## src/rtl/icache_pkg.sv

```systemverilog
// Shared sizing defaults and FSM encoding for the instruction cache.
package icache_pkg;

   localparam int unsigned ICACHE_INDEX_BITS = 6;
   localparam int unsigned ICACHE_ADDR_BITS  = 18;

   typedef enum logic [0:0] {
      StIdle = 1'b0,
      StMiss = 1'b1
   } icache_state_e;

   function automatic logic [31:0] word_align(input logic [31:0] addr);
      return {addr[31:2], 2'b00};
   endfunction

endpackage

```

## src/rtl/icache_data_ram.sv

```systemverilog
// Tag + data storage for the direct-mapped icache: one write port, one combinational read.
module icache_data_ram #(
   parameter int unsigned IndexBits = 6,
   parameter int unsigned TagBits   = 10
) (
   input  logic                 clk,
   input  logic                 we,
   input  logic [IndexBits-1:0] waddr,
   input  logic [TagBits-1:0]   wtag,
   input  logic [31:0]          wdata,
   input  logic [IndexBits-1:0] raddr,
   output logic [TagBits-1:0]   rtag,
   output logic [31:0]          rdata
);

   localparam int unsigned Lines = 1 << IndexBits;

   logic [TagBits+31:0] mem_q [Lines];

   always_ff @(posedge clk) begin
      if (we) begin
         mem_q[waddr] <= {wtag, wdata};
      end
   end

   assign {rtag, rdata} = mem_q[raddr];

endmodule

```

## src/rtl/icache.sv

```systemverilog
// Direct-mapped, one-word-per-line instruction cache between IF and the memory controller.
module icache
   import icache_pkg::*;
#(
   parameter int unsigned INDEX_BITS = ICACHE_INDEX_BITS,
   parameter int unsigned ADDR_BITS  = ICACHE_ADDR_BITS
) (
   input  logic        clk,
   input  logic        rst,
   input  logic        rdy,
   input  logic        jump_rst,
   input  logic        inv_all,
   input  logic        IF_valid,
   input  logic [31:0] IF_addr,
   output logic        IF_send,
   output logic [31:0] IF_inst,
   output logic        mem_send,
   output logic [31:0] mem_addr,
   input  logic        mem_valid,
   input  logic [31:0] mem_val
);

   localparam int unsigned TagBits = ADDR_BITS - INDEX_BITS - 2;
   localparam int unsigned Lines   = 1 << INDEX_BITS;

   icache_state_e          state_q, state_d;
   logic [Lines-1:0]       valid_q, valid_d;
   logic                   if_send_q, if_send_d;
   logic [31:0]            if_inst_q, if_inst_d;
   logic                   mem_send_q, mem_send_d;
   logic [31:0]            mem_addr_q, mem_addr_d;
   logic [INDEX_BITS-1:0]  miss_idx_q, miss_idx_d;
   logic [TagBits-1:0]     miss_tag_q, miss_tag_d;

   logic [INDEX_BITS-1:0]  req_idx;
   logic [TagBits-1:0]     req_tag;
   logic [TagBits-1:0]     rd_tag;
   logic [31:0]            rd_data;
   logic                   hit;
   logic                   ram_we;
   logic                   unused_addr;

   assign req_idx     = IF_addr[INDEX_BITS+1:2];
   assign req_tag     = IF_addr[ADDR_BITS-1:INDEX_BITS+2];
   assign unused_addr = ^IF_addr[1:0];

   icache_data_ram #(
      .IndexBits (INDEX_BITS),
      .TagBits   (TagBits)
   ) u_data_ram (
      .clk   (clk),
      .we    (ram_we),
      .waddr (miss_idx_q),
      .wtag  (miss_tag_q),
      .wdata (mem_val),
      .raddr (req_idx),
      .rtag  (rd_tag),
      .rdata (rd_data)
   );

   assign hit = valid_q[req_idx] && (rd_tag == req_tag);

   always_comb begin
      state_d    = state_q;
      valid_d    = valid_q;
      if_send_d  = if_send_q;
      if_inst_d  = if_inst_q;
      mem_send_d = mem_send_q;
      mem_addr_d = mem_addr_q;
      miss_idx_d = miss_idx_q;
      miss_tag_d = miss_tag_q;
      ram_we     = 1'b0;

      if (rdy) begin
         if_send_d = 1'b0;
         // A flush discards any in-flight miss and any coincident request or fill.
         if (jump_rst) begin
            state_d    = StIdle;
            mem_send_d = 1'b0;
         end else begin
            case (state_q)
               StIdle: begin
                  // A request overlapping our own response is a protocol error; drop it.
                  if (IF_valid && !if_send_q) begin
                     if (hit) begin
                        if_send_d = 1'b1;
                        if_inst_d = rd_data;
                     end else begin
                        mem_send_d = 1'b1;
                        mem_addr_d = word_align(IF_addr);
                        miss_idx_d = req_idx;
                        miss_tag_d = req_tag;
                        state_d    = StMiss;
                     end
                  end
               end
               StMiss: begin
                  if (mem_valid) begin
                     ram_we              = 1'b1;
                     valid_d[miss_idx_q] = 1'b1;
                     if_send_d           = 1'b1;
                     if_inst_d           = mem_val;
                     mem_send_d          = 1'b0;
                     state_d             = StIdle;
                  end
               end
               default: state_d = StIdle;
            endcase
         end
         if (inv_all) begin
            valid_d = '0;
         end
      end
   end

   always_ff @(posedge clk or negedge rst) begin
      if (!rst) begin
         state_q    <= StIdle;
         valid_q    <= '0;
         if_send_q  <= 1'b0;
         if_inst_q  <= '0;
         mem_send_q <= 1'b0;
         mem_addr_q <= '0;
         miss_idx_q <= '0;
         miss_tag_q <= '0;
      end else begin
         state_q    <= state_d;
         valid_q    <= valid_d;
         if_send_q  <= if_send_d;
         if_inst_q  <= if_inst_d;
         mem_send_q <= mem_send_d;
         mem_addr_q <= mem_addr_d;
         miss_idx_q <= miss_idx_d;
         miss_tag_q <= miss_tag_d;
      end
   end

   assign IF_send  = if_send_q;
   assign IF_inst  = if_inst_q;
   assign mem_send = mem_send_q;
   assign mem_addr = mem_addr_q;

endmodule

```

## config.mk

```make
export PLATFORM = sky130hd
export DESIGN_NAME = icache
export DESIGN_NICKNAME = d
export VERILOG_FILES = /design/src/rtl/icache_pkg.sv /design/src/rtl/icache_data_ram.sv /design/src/rtl/icache.sv
export SDC_FILE = /design/constraint.sdc
export NUM_CORES = 2
export LEC_CHECK = 0
export CORE_MARGIN = 8
export CORE_UTILIZATION = 55
export CTS_CLUSTER_DIAMETER = 40
export DETAILED_ROUTE_END_ITERATION = 10
export DONT_BUFFER_PORTS = 1
export GPL_ROUTABILITY_DRIVEN = 0
export GPL_TIMING_DRIVEN = 0
export PLACE_DENSITY = 0.76
export SYNTH_ARGS = -nofsm -noshare
export SYNTH_HDL_FRONTEND = slang
export SYNTH_SLANG_ARGS = --single-unit
export TNS_END_PERCENT = 20
```

## constraint.sdc

```tcl
create_clock -name clk -period 4.38 [get_ports clk]
set_input_delay 1.095 -clock clk [delete_from_list [all_inputs] [get_ports clk]]
set_output_delay 1.095 -clock clk [all_outputs]
set_load 0.005 [all_outputs]
```

# After elaboration in Yosys (flattened, before gate mapping)
# Memories as Yosys holds them, arrays and structs flattened.
# Cells that the tools add are included.
# totals
reg_bits,145
ramBits,2688
word_cells,66
n_memories,1
# memory_table
memory,words,width,read_ports,rd_ports_with_merged_regs,write_ports,line_no,text
u_data_ram.mem_q,64,42,1,0,1,icache_data_ram.sv:18,logic [TagBits+31:0] mem_q [Lines];
# classes
order_cmp,3
n_eq_ne,8
mux,32
n_bitwise,4
reduce_logical,10
# ops
op,count
$mux 64,4
$mux 32,3
$or 64x64->64,1
$pmux 32 s2,1
$mux 1,19
$lt 6x7->1 const B,2
$eq 10x10->1,1
$reduce_and 5->1,2
$ne 3x3->1 const B,3
$reduce_and 4->1,2
$bmux 1 s6,1
$demux 1 s6,1
$ge 6x1->1 const B,1
$ne 2x2->1 const B,3
$pmux 1 s2,3
$reduce_bool 2->1,2
$logic_and 1x1->1,3
$not 1->1,3
$ne 2x1->1 const B,1
$logic_not 1->1,1

# Logic depth before layout (Yosys ltp)
# logic_depth
depth_word,9
depth_mapped,15
mapped_depth_nobuf,9

# By module
# Synthesis repeated with hierarchy kept, for this count alone.
# unflattened
hier_cells,4818
area_unflattened_um2,108620.4
# modules_own_cells
mod,n_inst,cells_each,area_each_um2,seq_area_each_um2
icache_data_ram,1,4310,102507.1,80717.4
icache,1,508,6113.4,3228.1

# Worst setup path before layout
# Ideal clock, no wire load.
# synth_timing
path_type,input to register
from,in IF_addr[2]
to,reg if_inst_q[7] (netlist: IF_inst[7])
arrival_time_ns,4.070
required_ns,4.255
path_slack_ns,0.185
stages,14
cell_sequence,buf_4 > buf_6 > buf_4 > buf_4 > buf_6 > buf_2 > buf_2 > buf_2 > mux4_2 > a22oi_1 > a21oi_1 > a211oi_1 > nand2_1 > mux2_4
# synth_via
elab_chain_cells,5
word_cells_on_any_way,10
classes_between,eq/ne: 2; mux: 5; reduce/logical: 2; memory: 1
# synth_rtl
element,line_no,text
from (decl),icache.sv:14,"input logic [31:0] IF_addr,"
$mem_v2 64x42 or $bmux 1 s6 (tied branches),n/a,
$eq 10x10->1 or $mux 1 (tied branches),icache.sv:61,assign hit = valid_q[req_idx] && (rd_tag == req_tag);
$logic_and 1x1->1,icache.sv:61,
$ne 2x2->1 (no source line),n/a,
$reduce_and 5->1 (no source line),n/a,
to (signal assigned),icache.sv:130,if_inst_q <= if_inst_d;
to (decl),icache.sv:29,"logic [31:0] if_inst_q, if_inst_d;"
# Parallel ways exist; a longest one is shown, timed or not. The select of a mux whose other input is x is not followed.
# A chain may end at the register's enable or synchronous reset.

# Worst setup path in the final report
# layout_timing
from,in IF_addr[5]
to,reg if_inst_q[3] (netlist: IF_inst[3])
# The elaborated chain is that of the path after synthesis.

==> results.yml <==
critical_path:
  path_buf_inv: 5
  rr_startpoint: "miss_idx_q[1]"
  cp-end-kind: "flop"
  crit_top_cell: "clkbuf_1"
  cp_top_family: "buffers and inverters"
  cp-start-kind: "primary input"
  crit_path_max_fanout: 10
  worstSetupPathType: "primary input to flop"
  required_ns: 5.28
  critical-path-max-stage-delay_ns: 0.81
  reg2reg_setup_slack_ns: 0.23
  r2r_end: "u_data_ram.mem_q[34][1]"
  cp_cell_sequence: "clkbuf_2 > buf_2 > nor2b_1 > clkbuf_1 > clkbuf_1 > buf_1 > a22oi_1 > a31oi_1 > a21oi_2 > nor3_1 > mux2_1"
  rr_worst_depth: 6
  cp_slowest_cell: "buf_1"
  crit_arrival_ns: 5.51
run_status:
  failed_checks: "setup timing"
  status: "complete, but fails checks"
timing:
  rsz0062_at_grt: "false"
  clock_skew_ns: 0.0891
  final-setup-viol-count: 33
  slew_headroom_pct: 7.14
  tightest_slew_ns: 1.39
  fin_crit_ns: 4.61
  fmax_mhz: 217
  hold_violations: 0
  fin_ws_ns: -0.228
  fin_crit_sh_pct: 105
  slew_violations: 0
  fin_tns_setup_ns: -4.21
logic_synthesis:
  netlist_area_mm2: 0.108
  synthDistinctLibCells: 66
  syn-instance-count: 4834
  syn_avg_cell_area_um2: 22.3
  synth_ff_type: "edfxtp_1"
  ys_ff_latch: 2817
  ys_seq_area_share_pct: 77.7
  synth_top_area_cell: "edfxtp_1"
  synthTopCellsByCount: "edfxtp_1 (2688), mux4_2 (693), nor2_1 (181)"
  synth_most_common_cell: "edfxtp_1"
  synth_edf_count: 2688
  synth_top_cell_area_share_pct: 74.7
  yosys-top-cells-area: "edfxtp_1 (75%), mux4_2 (14%), dfrtp_1 (3.0%), mux2i_1 (1.1%), a22oi_1 (0.83%)"
  yosysWarnings: 0
  async_flop_share_pct: 4.58
detailed_routing:
  vias: 60100
  via_per_inst: 7.35
  antenna_left: 0
  drt-initial-drc-count: 11100
  first_pass_iters: 8
  drc_errors: 0
  wirelength_um: 343000
  wl_per_cell_um: 42.0
finish:
  final_cells: 8180
  drive_gt1_share_pct: 30.3
  syn2layout_area_growth_pct: 16.4
  design_area_mm2: 0.126
  final_nets: 5372
  nFillCells: 11800
cts:
  clk_path_buf_depth: 4
  cts_tree: "built"
  cts-root-buf: "clkbuf_16"
  insertion_delay_ns: 0.97
  clk_pin_slew_ns: 0.06
  htree_num_levels: 5
  clock_sinks: 2817
  cts_buffers: 324
grt:
  grt_pass1_wl_um: 466000
  gr-usage-all-layers_pct: 31.9
  grt_overflow: 0
  grt_pass1_vias: 59100
  grt_max_degree: 130
  antenna_found_initial: 17
placement:
  place_area_mm2: 0.115
  dp_hpwl_um: 210000
  dp_cells: 7598
  io_buffers: 0
  post-place-ws_ns: -2.60
die:
  fp.dieH_um: 459
  die_area_mm2: 0.211
  die_w_um: 459
  fp-row-count: 162
  io_pins: 137
  start_util_pct: 55.4
  core_mm2: 0.195
pwr:
  power.leakage_nw: 40.3
  p_per_area_mw_per_mm2: 483
  vdd_drop_max_mv: 0.483
job:
  drv_cap: 0
min_path:
  worst_hold_path_type: "primary input to async pin"
[kinds of logic after synthesis]
| group | synth area share (%) |
|---|---|
| flip-flops | 77.7 |
| multiplexers | 16.4 |
| AO/OA/AOI/OAI | 2.85 |
| AND/OR/NAND/NOR | 1.71 |
| buffers and inverters | 1.29 |
| XOR/XNOR | 0.0649 |
| other | 0.00347 |
[metal layers]
metal  vias to the layer above  wire length (um)  global-route usage, %
met5                         -                 8                      0
met4                         2             28500                   20.9
met3                      1591             55600                   13.0
met2                      6418            153000                   47.6
met1                     30600            106000                   38.5
li1                      21500                 -                      -
[timing repair]
| action | CTS | global route |
|---|---|---|
| cloned | 0 | 0 |
| resized for setup | 216 | 60 |
| endpoints found under the hold margin | 129 | 0 |
| buffers inserted | 2 | 0 |
| endpoints found under the setup margin | 65 | 61 |
| hold buffers | 1 | 0 |
| pin swaps | 1 | 2 |
[worst max path at each step]
stage / startpoint / to / slack (ns) / cells after the start
after floorplan: IF_addr[2] / IF_inst[7] / 0.18 / 14
after global placement: miss_idx_q[0] / u_data_ram.mem_q[9][1] / -3.83 / 4
after detailed placement: IF_addr[5] / IF_inst[20] / -2.60 / 10
after CTS: IF_addr[3] / IF_inst[10] / -0.09 / 14
after global routing: IF_addr[5] / IF_inst[23] / 0.001 / 10
final: IF_addr[5] / IF_inst[3] / -0.23 / 11
[worst register-to-register path, stage by stage, from the launching register on]
cell and delay, ns:
dfrtp_1 0.36, clkbuf_1 0.31, nor3b_2 0.88, nand2_1 0.79, nor2_4 0.95, buf_12 0.32
buf_16 0.23
[layout make-up]
cell class              count  area, um^2  area share (%)
repair buffers            142        2870            2.28
flip-flops and latches   2817       84000            66.8
multi-input cells        1739       23400            18.6
plain buffers             271        1780            1.42
clock buffers             387        8510            6.77
inverters                   6        26.3          0.0209
well taps                2624        3280            2.61
diodes                     22        55.1          0.0438
clock inverters           172        1810            1.44
[cell usage in the layout (no fill, tap or decap), types with 72 or more instances in the layout]
master / netlist / routed
a21oi_1: 103 / 101
a22oi_1: 119 / 111
buf_12: 0 / 130
buf_4: 45 / 72
clkbuf_1: 110 / 116
clkbuf_16: 0 / 330
dfrtp_1: 129 / 119
edfxtp_1: 2688 / 2688
mux2i_1: 124 / 124
mux4_2: 693 / 693
nand2_1: 75 / 74
nor2_1: 181 / 112
[registers in the layout, indices dropped and copies added (netlist names)]
register          cells
miss_tag_q            9
mem_addr             16
miss_idx_q            5
IF_send               1
state_q               1
IF_inst              32
mem_send              1
u_data_ram.mem_q   2688
valid_q              64
[through the flow]
stage	util (%)	hold WS, ns	power [mW]
after CTS	64.3	0.153	60.6
final	64.4	0.177	60.8
after detailed placement	58.8	0.484	34.4
after floorplan	-	0.457	32.9
after global routing	64.4	0.179	61.7
after global placement	57.1	0.471	34.1
[power breakdown]
| group | internal [mW] | switching, mW | leakage [nW] |
|---|---|---|---|
| sequential | 30.2 | 0.419 | 25.8 |
| combinational | 1.25 | 2.27 | 9.43 |
| clock | 15.5 | 11.2 | 5.02 |
No activity file was read; power rests on OpenSTA's default activity.
